**config.mk**
```make
export PLATFORM = sky130hd
export DESIGN_NAME = apb_initiator_flat
export DESIGN_NICKNAME = d
export VERILOG_FILES = /design/src/rtl/apb_initiator_if.sv /design/src/rtl/apb_initiator.sv /design/src/flat_wrapper.sv
export SDC_FILE = /design/constraint.sdc
export NUM_CORES = 1
export LEC_CHECK = 0
export ABC_AREA = 1
export BUFFER_PORTS_ARGS = -buffer_cell sky130_fd_sc_hd__buf_4
export CAP_MARGIN = 0
export CORE_MARGIN = 5
export CORE_UTILIZATION = 35
export CTS_BUF_LIST = sky130_fd_sc_hd__clkbuf_4
export DETAILED_ROUTE_END_ITERATION = 8
export SLEW_MARGIN = 20
export SYNTH_ARGS = -nofsm -noshare
export SYNTH_HDL_FRONTEND = slang
export SYNTH_SLANG_ARGS = --single-unit
```
**constraint.sdc**
```tcl
create_clock -name PCLK -period 1.55 [get_ports PCLK]
set_clock_uncertainty 0.15 [all_clocks]
set_input_delay 0.155 -clock PCLK [delete_from_list [all_inputs] [get_ports PCLK]]
set_output_delay 0.155 -clock PCLK [all_outputs]
set_load 0.01 [all_outputs]
```
**src/rtl/apb_initiator_if.sv**
```systemverilog
// Request/response handshake and APB bus signals of the APB initiator.
// The master modport is the initiator's view; slave is the requester/peripheral side.
interface apb_initiator_if;
  logic        req_valid;
  logic        req_ready;
  logic        req_write;
  logic [17:0] req_addr;
  logic [31:0] req_wdata;
  logic        rsp_valid;
  logic [31:0] rsp_rdata;
  logic        rsp_err;
  logic        PSEL;
  logic [17:0] PADDR;
  logic        PENABLE;
  logic        PWRITE;
  logic [31:0] PWDATA;
  logic [31:0] PRDATA;
  logic        PREADY;

  modport master (
    input  req_valid, req_write, req_addr, req_wdata, PRDATA, PREADY,
    output req_ready, rsp_valid, rsp_rdata, rsp_err,
           PSEL, PADDR, PENABLE, PWRITE, PWDATA
  );

  modport slave (
    output req_valid, req_write, req_addr, req_wdata, PRDATA, PREADY,
    input  req_ready, rsp_valid, rsp_rdata, rsp_err,
           PSEL, PADDR, PENABLE, PWRITE, PWDATA
  );
endinterface

```
**src/rtl/apb_initiator.sv**
```systemverilog
// APB initiator: single-outstanding valid/ready requests become SETUP/ACCESS
// transfers, with PREADY wait states and an optional stall timeout.
module apb_initiator #(
  parameter logic [15:0] TIMEOUT = 16'd255
) (
  input  logic             PCLK,
  input  logic             PRESET,
  apb_initiator_if.master  bus
);

  typedef enum logic [1:0] {
    IDLE   = 2'd0,
    SETUP  = 2'd1,
    ACCESS = 2'd2
  } state_t;

  localparam logic [15:0] TIMEOUT_LAST = TIMEOUT - 16'd1;

  state_t      state;
  logic [15:0] wait_cnt;
  logic        accept;

  // Ready depends only on state and reset, so the requester never sees a
  // combinational loop through req_valid.
  assign bus.req_ready = (state == IDLE) && !PRESET;
  assign accept        = bus.req_valid && bus.req_ready;

  // NOTE: all state and registered outputs use non-blocking assignments so
  // every branch reads the pre-edge values, regardless of statement order.
  always_ff @(posedge PCLK) begin
    if (PRESET) begin
      state         <= IDLE;
      wait_cnt      <= 16'd0;
      bus.PSEL      <= 1'b0;
      bus.PENABLE   <= 1'b0;
      bus.PWRITE    <= 1'b0;
      bus.PADDR     <= 18'd0;
      bus.PWDATA    <= 32'd0;
      bus.rsp_valid <= 1'b0;
      bus.rsp_err   <= 1'b0;
      bus.rsp_rdata <= 32'd0;
    end else begin
      bus.rsp_valid <= 1'b0;
      case (state)
        IDLE: begin
          if (accept) begin
            state      <= SETUP;
            bus.PSEL   <= 1'b1;
            bus.PADDR  <= bus.req_addr;
            bus.PWRITE <= bus.req_write;
            bus.PWDATA <= bus.req_wdata;
          end
        end

        SETUP: begin
          state       <= ACCESS;
          bus.PENABLE <= 1'b1;
          wait_cnt    <= 16'd0;
        end

        ACCESS: begin
          if (bus.PREADY) begin
            state         <= IDLE;
            bus.PSEL      <= 1'b0;
            bus.PENABLE   <= 1'b0;
            bus.rsp_valid <= 1'b1;
            bus.rsp_err   <= 1'b0;
            bus.rsp_rdata <= bus.PWRITE ? 32'd0 : bus.PRDATA;
          end else begin
            wait_cnt <= wait_cnt + 16'd1;
            // Abort only when the last allowed ACCESS cycle also stalls.
            if ((TIMEOUT != 16'd0) && (wait_cnt == TIMEOUT_LAST)) begin
              state         <= IDLE;
              bus.PSEL      <= 1'b0;
              bus.PENABLE   <= 1'b0;
              bus.rsp_valid <= 1'b1;
              bus.rsp_err   <= 1'b1;
              bus.rsp_rdata <= 32'hDEADBEEF;
            end
          end
        end

        default: begin
          state       <= IDLE;
          bus.PSEL    <= 1'b0;
          bus.PENABLE <= 1'b0;
        end
      endcase
    end
  end

endmodule

```
**src/flat_wrapper.sv**
```systemverilog
// flat-port wrapper written by rule: the top's interface ports become plain ports
module apb_initiator_flat 
#(
  parameter logic [15:0] TIMEOUT = 16'd255
)
  (PCLK, PRESET, bus_req_valid, bus_req_write, bus_req_addr, bus_req_wdata, bus_PRDATA, bus_PREADY, bus_req_ready, bus_rsp_valid, bus_rsp_rdata, bus_rsp_err, bus_PSEL, bus_PADDR, bus_PENABLE, bus_PWRITE, bus_PWDATA);
  apb_initiator_if bus_i ();
  input  logic PCLK;
  input  logic PRESET;
  input wire logic [$bits(bus_i.req_valid)-1:0] bus_req_valid;
  input wire logic [$bits(bus_i.req_write)-1:0] bus_req_write;
  input wire logic [$bits(bus_i.req_addr)-1:0] bus_req_addr;
  input wire logic [$bits(bus_i.req_wdata)-1:0] bus_req_wdata;
  input wire logic [$bits(bus_i.PRDATA)-1:0] bus_PRDATA;
  input wire logic [$bits(bus_i.PREADY)-1:0] bus_PREADY;
  output wire logic [$bits(bus_i.req_ready)-1:0] bus_req_ready;
  output wire logic [$bits(bus_i.rsp_valid)-1:0] bus_rsp_valid;
  output wire logic [$bits(bus_i.rsp_rdata)-1:0] bus_rsp_rdata;
  output wire logic [$bits(bus_i.rsp_err)-1:0] bus_rsp_err;
  output wire logic [$bits(bus_i.PSEL)-1:0] bus_PSEL;
  output wire logic [$bits(bus_i.PADDR)-1:0] bus_PADDR;
  output wire logic [$bits(bus_i.PENABLE)-1:0] bus_PENABLE;
  output wire logic [$bits(bus_i.PWRITE)-1:0] bus_PWRITE;
  output wire logic [$bits(bus_i.PWDATA)-1:0] bus_PWDATA;
  assign bus_i.req_valid = bus_req_valid;
  assign bus_i.req_write = bus_req_write;
  assign bus_i.req_addr = bus_req_addr;
  assign bus_i.req_wdata = bus_req_wdata;
  assign bus_i.PRDATA = bus_PRDATA;
  assign bus_i.PREADY = bus_PREADY;
  assign bus_req_ready = bus_i.req_ready;
  assign bus_rsp_valid = bus_i.rsp_valid;
  assign bus_rsp_rdata = bus_i.rsp_rdata;
  assign bus_rsp_err = bus_i.rsp_err;
  assign bus_PSEL = bus_i.PSEL;
  assign bus_PADDR = bus_i.PADDR;
  assign bus_PENABLE = bus_i.PENABLE;
  assign bus_PWRITE = bus_i.PWRITE;
  assign bus_PWDATA = bus_i.PWDATA;
  apb_initiator #(.TIMEOUT(TIMEOUT)) u_core (.PCLK(PCLK), .PRESET(PRESET), .bus(bus_i));
endmodule
```
-- After elaboration in Yosys (flattened, before gate mapping)
Index checks and enable logic that the tools add are counted.
- register bits: 105
- output and inout port bits: 88
- logic and storage cells: 51
- add/sub/neg operators: 1
- equal/unequal tests: 6
- mux-type cells: 18
- bitwise logic cells: 3
- reductions and logical operators: 13
- operators with widths (kind ; count):
    $mux 32 ; 3
    $pmux 16 s2 ; 1
    $add 16x1->16 const B ; 1
    $eq 16x8->1 const B ; 1
    $mux 16 ; 1
    $reduce_and 2->1 ; 5
    $mux 1 ; 7
    $mux 2 ; 3
    $pmux 1 s3 ; 2
    $pmux 2 s3 ; 1
    $reduce_bool 2->1 ; 2
    $ne 3x2->1 const B ; 1
    $not 1->1 ; 3
    $reduce_and 3->1 ; 1
    $eq 2x1->1 const B ; 1
    $eq 2x2->1 const B ; 1
    $logic_and 1x1->1 ; 2
    $logic_not 2->1 ; 1
    $ne 2x1->1 const B ; 1
    $ne 2x2->1 const B ; 1
    $reduce_or 2->1 ; 1
    $logic_not 1->1 ; 1

-- Longest topological paths before layout
- word-level depth: 5
- mapped depth: 11
- mapped depth without buffers: 10

-- Worst setup path before layout
Ideal clock, no wire load.
- path kind: register to register
- start: register u_core.wait_cnt[0]
- end: register u_core.bus.rsp_rdata[13]
- library setup time: 107 ps
- data arrival time: 1198 ps
- setup slack: 95 ps
- stages on the path, launching flop included: 12
- path buffers: 1
- period minus slack after synthesis: 1455 ps
- cells stage by stage: dfxtp_1 -> inv_1 -> ha_1 -> nand2_1 -> nor2_2 -> nand2_2 -> nand2_4 -> nand2_4 -> buf_6 -> nand2_4 -> nand2_2 -> inv_2
- cells in the longest elaborated chain, start to end: 3
- RTL lines (what ; line ; source):
    start: declaration ; apb_initiator.sv:20 ; logic [15:0] wait_cnt;
    start signal: assignment ; apb_initiator.sv:70 ; wait_cnt <= wait_cnt + 16'd1;
    $eq 16x8->1 ; apb_initiator.sv:72 ; if ((TIMEOUT != 16'd0) && (wait_cnt == TIMEOUT_LAST)) begin
    $reduce_bool 2->1 (no source line) ; n/a ;
    $reduce_and 2->1 (no source line) ; n/a ;
    end signal: assignment ; apb_initiator.sv:68 ; bus.rsp_rdata <= bus.PWRITE ? 32'd0 : bus.PRDATA;
    end: declaration ; apb_initiator_if.sv:22 ; output req_ready, rsp_valid, rsp_rdata, rsp_err,
Every way passes these cells.
A chain may end at the register's enable or synchronous reset.

-- Worst setup path after layout
- start: register u_core.state[0]
- end: register u_core.bus.rsp_err
- cells in the longest elaborated chain, start to end: 2
- RTL lines (what ; line ; source):
    start: declaration ; apb_initiator.sv:19 ; state_t state;
    start signal: assignment ; apb_initiator.sv:32 ; state <= IDLE;
    start signal: assignment ; apb_initiator.sv:47 ; state <= SETUP;
    start signal: assignment ; apb_initiator.sv:56 ; state <= ACCESS;
    $eq 2x2->1 ; apb_initiator.sv:44 ; case (state)
    $reduce_and 2->1 (no source line) ; n/a ;
    end signal: assignment ; apb_initiator.sv:40 ; bus.rsp_err <= 1'b0;
    end signal: assignment ; apb_initiator.sv:67 ; bus.rsp_err <= 1'b0;
    end signal: assignment ; apb_initiator.sv:77 ; bus.rsp_err <= 1'b1;
    end: declaration ; apb_initiator_if.sv:22 ;
Every way passes these cells.

==> reports/results.md <==
Routing
* **Avg WL per Cell** 14.6 um
* **via density per instance** 4.75
* **post-route antenna net violation count** 0
* **initial detailed-routing violation count** 220
* **detailed-route DRC error count** 0
* **via count of the routed design** 4,811
* **drt total wl** 14.7 mm
* **1st-pass router iterations** 4

GRT
* **via count of the first global-routing pass** 4,889
* **overall routing resource usage** 0.192
* **pin count of the biggest net entering global routing** 46
* **initial antenna violation count** 1
* **met3 Usage GRT** 0.0599
* **overflow left after global routing** 0
* **most crowded layer after global routing** met2
* **first-pass GRT wire length** 23.0 mm
* **met2 demand-to-capacity share in global routing** 0.331
* **met1 global-route usage** 0.215

Clocking
* **Clock Sinks** 105
* **maximum level of the CTS H-tree** 3
* **clock input transition at the sequential cells of the worst setup and hold paths** 0.16 ns
* **TritonCTS clock tree** done
* **insertion delay to the later sink of the worst-skew pair** 0.47 ns
* **maximum clock path buffer count** 2
* **Clock Root Buffer** clkbuf_4
* **number of buffers created by CTS** 9

Worst setup path
* **Top delay family on crit path** buffers and inverters
* **highest fanout seen on the critical path** 16
* **endpoint type of the worst setup path** register
* **Crit Path Class** register to register
* **endpoint required time on the critical path** 1.75 ns
* **combined buffer and inverter count along the critical path** 4
* **crit start category** register
* **Slowest Stage Delay on Critical Path** 0.37 ns
* **cell-by-cell trace of the critical path** buf_6 > buf_4 > nor2_8 > buf_4 > nand2_4 > buf_12 > nand2_1 > a21oi_1
* **worst endpoint data arrival time** 1.70 ns
* **most common cell type on the critical path** buf_4
* **standard cell with the maximum stage delay on the critical path** dfxtp_2

Placement
* **DPL Wire Length** 9.74 mm
* **input/output buffers** 174
* **final weighted congestion in routability-driven placement** 0.866
* **worst slack, placed** 0.00861 ns

Floorplan
* **die height** 123 um
* **Floorplan Core Area** 0.0125 mm^2
* **area enclosed by the die boundary** 0.0151 mm^2
* **floorplan die width** 123 um
* **count of standard-cell rows** 41
* **starting density of the core** 0.355
* **I/O Pins** 175

Power
* **Pint** 0.00396 W
* **Clk pwr share** 0.265
* **Combinational Power Share** 0.202
* **power share of the sequential group** 0.533
* **Switching Power** 0.00151 W
* **Static Leak** 3.40 nW
* **PwrDens** 754 mW/mm^2
* **fraction of power spent switching nets** 0.276
* **Peak supply drop** 0.592 mV

Yosys
* **number of distinct library cell variants in the gate-level netlist after synthesis** 30
* **Post-Syn Instances** 561
* **net count after synthesis** 650
* **YS warnings** 0
* **share of synthesized area occupied by flip-flops and latches** 0.473
* **number of flip-flops and latches in the synthesized netlist** 105
* **mean cell area of the mapped netlist** 7.92 um^2
* **cell area after technology mapping** 0.00444 mm^2

STA
* **headroom to the max-slew limit** 0.688
* **minimum period implied by the final worst setup slack** 1.50 ns
* **setup violation total in the final timing report** 0
* **Peak Freq** 667 MHz
* **RSZ-0062 raised after global routing** true
* **number of hold violations in the final report** 0
* **worst hold slack after final layout** 0.0820 ns
* **crit share post-route** 0.968
* **post-route setup slack** 0.0502 ns
* **Worst Max-Slew Pin Slew** 0.466 ns
* **number of slew-limit violations in the final report** 0

Worst hold path
* **worst hold-check path type** input pin to register

Final layout
* **number of nets in the finished design** 924
* **Layout fillers** 1,139
* **area growth from synthesis to final layout** 63.3%
* **fraction of final layout cells with drive strength greater than 1** 0.396

Flow run
* **Max-Cap Viols** 0

Run status
* **outcome** complete, no violations

-- flip-flops by register name, indices dropped and copies added (netlist names) --
signal	flops
u_core.state	2
u_core.bus.PWRITE	1
u_core.bus.rsp_valid	1
u_core.bus.PENABLE	1
u_core.wait_cnt	16
u_core.bus.rsp_err	1
u_core.bus.PADDR	18
u_core.bus.rsp_rdata	32
u_core.bus.PSEL	1
u_core.bus.PWDATA	32
-- cell usage after synthesis --
| cell type | count | area share |
|---|---|---|
| a21oi_1 | 41 | 0.046 |
| dfxtp_1 | 105 | 0.47 |
| a31oi_1 | 1 | 0.0014 |
| or2_0 | 1 | 0.0014 |
| o21ai_1 | 1 | 0.0011 |
| a21boi_0 | 1 | 0.0017 |
| ha_1 | 2 | 0.0056 |
| a211oi_1 | 1 | 0.0017 |
| buf_4 | 6 | 0.010 |
| nor3_1 | 3 | 0.0034 |
| nor2_2 | 3 | 0.0042 |
| nor2_4 | 1 | 0.0025 |
| nand3_2 | 19 | 0.043 |
| nand3_1 | 77 | 0.087 |
| o21ai_0 | 7 | 0.0079 |
| nand3_4 | 1 | 0.0039 |
| nor2_1 | 21 | 0.018 |
| o21ai_2 | 29 | 0.057 |
| buf_2 | 11 | 0.012 |
| clkbuf_1 | 8 | 0.0068 |
| inv_2 | 8 | 0.0068 |
| nor3_2 | 1 | 0.0023 |
| buf_1 | 4 | 0.0034 |
| nand2_4 | 3 | 0.0076 |
| buf_6 | 6 | 0.015 |
| nand4_1 | 3 | 0.0042 |
| inv_1 | 26 | 0.022 |
| nor2_8 | 1 | 0.0045 |
| nand2_2 | 5 | 0.0070 |
| nand2_1 | 165 | 0.14 |
-- cells in the final DEF (no fill, tap or decap), types with 8 or more instances in the layout --
cell type	instances
nand3_1	75
dfxtp_2	9
dfxtp_1	94
nor2_2	8
nand2_2	11
o21ai_2	29
dlygate4sd3_1	86
nand2_1	157
a21oi_1	40
inv_1	22
buf_4	202
nand3_2	21
clkbuf_4	11
nor2_1	13
inv_2	9
-- final timing paths --
kind / cells after the start / from / slack [ns] / to
min: 6 / PRESET / 0.08 / u_core.bus.PWDATA[10]$_SDFFE_PP0P_
max: 8 / u_core.state[0]$_SDFFE_PP0P_ / 0.05 / u_core.bus.rsp_err$_SDFFE_PP0P_
max reg2reg: 8 / u_core.state[0]$_SDFFE_PP0P_ / 0.05 / u_core.bus.rsp_err$_SDFFE_PP0P_
min reg2reg: 2 / u_core.bus.PSEL$_SDFFE_PP0P_ / 0.32 / u_core.bus.PSEL$_SDFFE_PP0P_
-- kinds of logic after synthesis --
kind of cell,after synthesis,share of synthesized area
AO/OA/AOI/OAI,81,0.117
adder cells (fa/ha/maj),2,0.00563
buffers and inverters,69,0.0766
flip-flops,105,0.473
AND/OR/NAND/NOR,304,0.328
-- metal layers --
| metal | routed length [um] | vias to the layer above |
|---|---|---|
| met4 | 386 | 0 |
| met2 | 7420 | 164 |
| met3 | 1110 | 29 |
| met1 | 5830 | 2246 |
| met5 | 0 | - |
| li1 | - | 2372 |
-- area by class of cell --
| class | count | area, um^2 | share of cell area |
|---|---|---|---|
| multi-input cells | 387 | 2090 | 0.288 |
| flip-flops and latches | 105 | 2120 | 0.292 |
| clock inverters | 5 | 55.1 | 0.00759 |
| diodes | 1 | 2.50 | 0.000345 |
| repair buffers | 298 | 2560 | 0.352 |
| inverters | 34 | 134 | 0.0185 |
| clock buffers | 11 | 82.6 | 0.0114 |
| well taps | 172 | 215 | 0.0297 |
-- repair_timing --
action,CTS,global route
hold buffers,86,0
gates resized for setup,5,42
cloned,0,1
setup buffers,2,4
pin swaps,1,9
setup endpoints to repair,4,91
endpoints found under the hold margin,91,0
-- per-stage QoR --
stage	cells	util	setup TNS, ns	power, W	instance area, um^2
global route	1013	0.580	-0.181	0.00574	7260
global placement	904	0.485	0	0.00385	6070
finish	1013	0.580	0	0.00547	7260
detailed placement	904	0.485	0	0.00387	6070
floorplan	561	-	0	0.00336	4440
CTS	1007	0.566	0	0.00549	7080
-- power by group through the flow --
stage          combinational [W]  clock [W]  sequential [W]
2_1_floorplan           0.000333          0         0.00303
3_3_place_gp            0.000886          0         0.00297
3_5_place_dp            0.000896          0         0.00297
4_1_cts                  0.00107    0.00150         0.00292
5_1_grt                  0.00120    0.00161         0.00293
6_report                 0.00111    0.00145         0.00292
-- worst min-delay path, cell delays in order --
cell and delay, ns:
buf_4 0.11, nor3_4 0.05, buf_4 0.13, nand2_4 0.11
nand3_1 0.08, nand2_1 0.05
(Power assumes the default switching activity.)
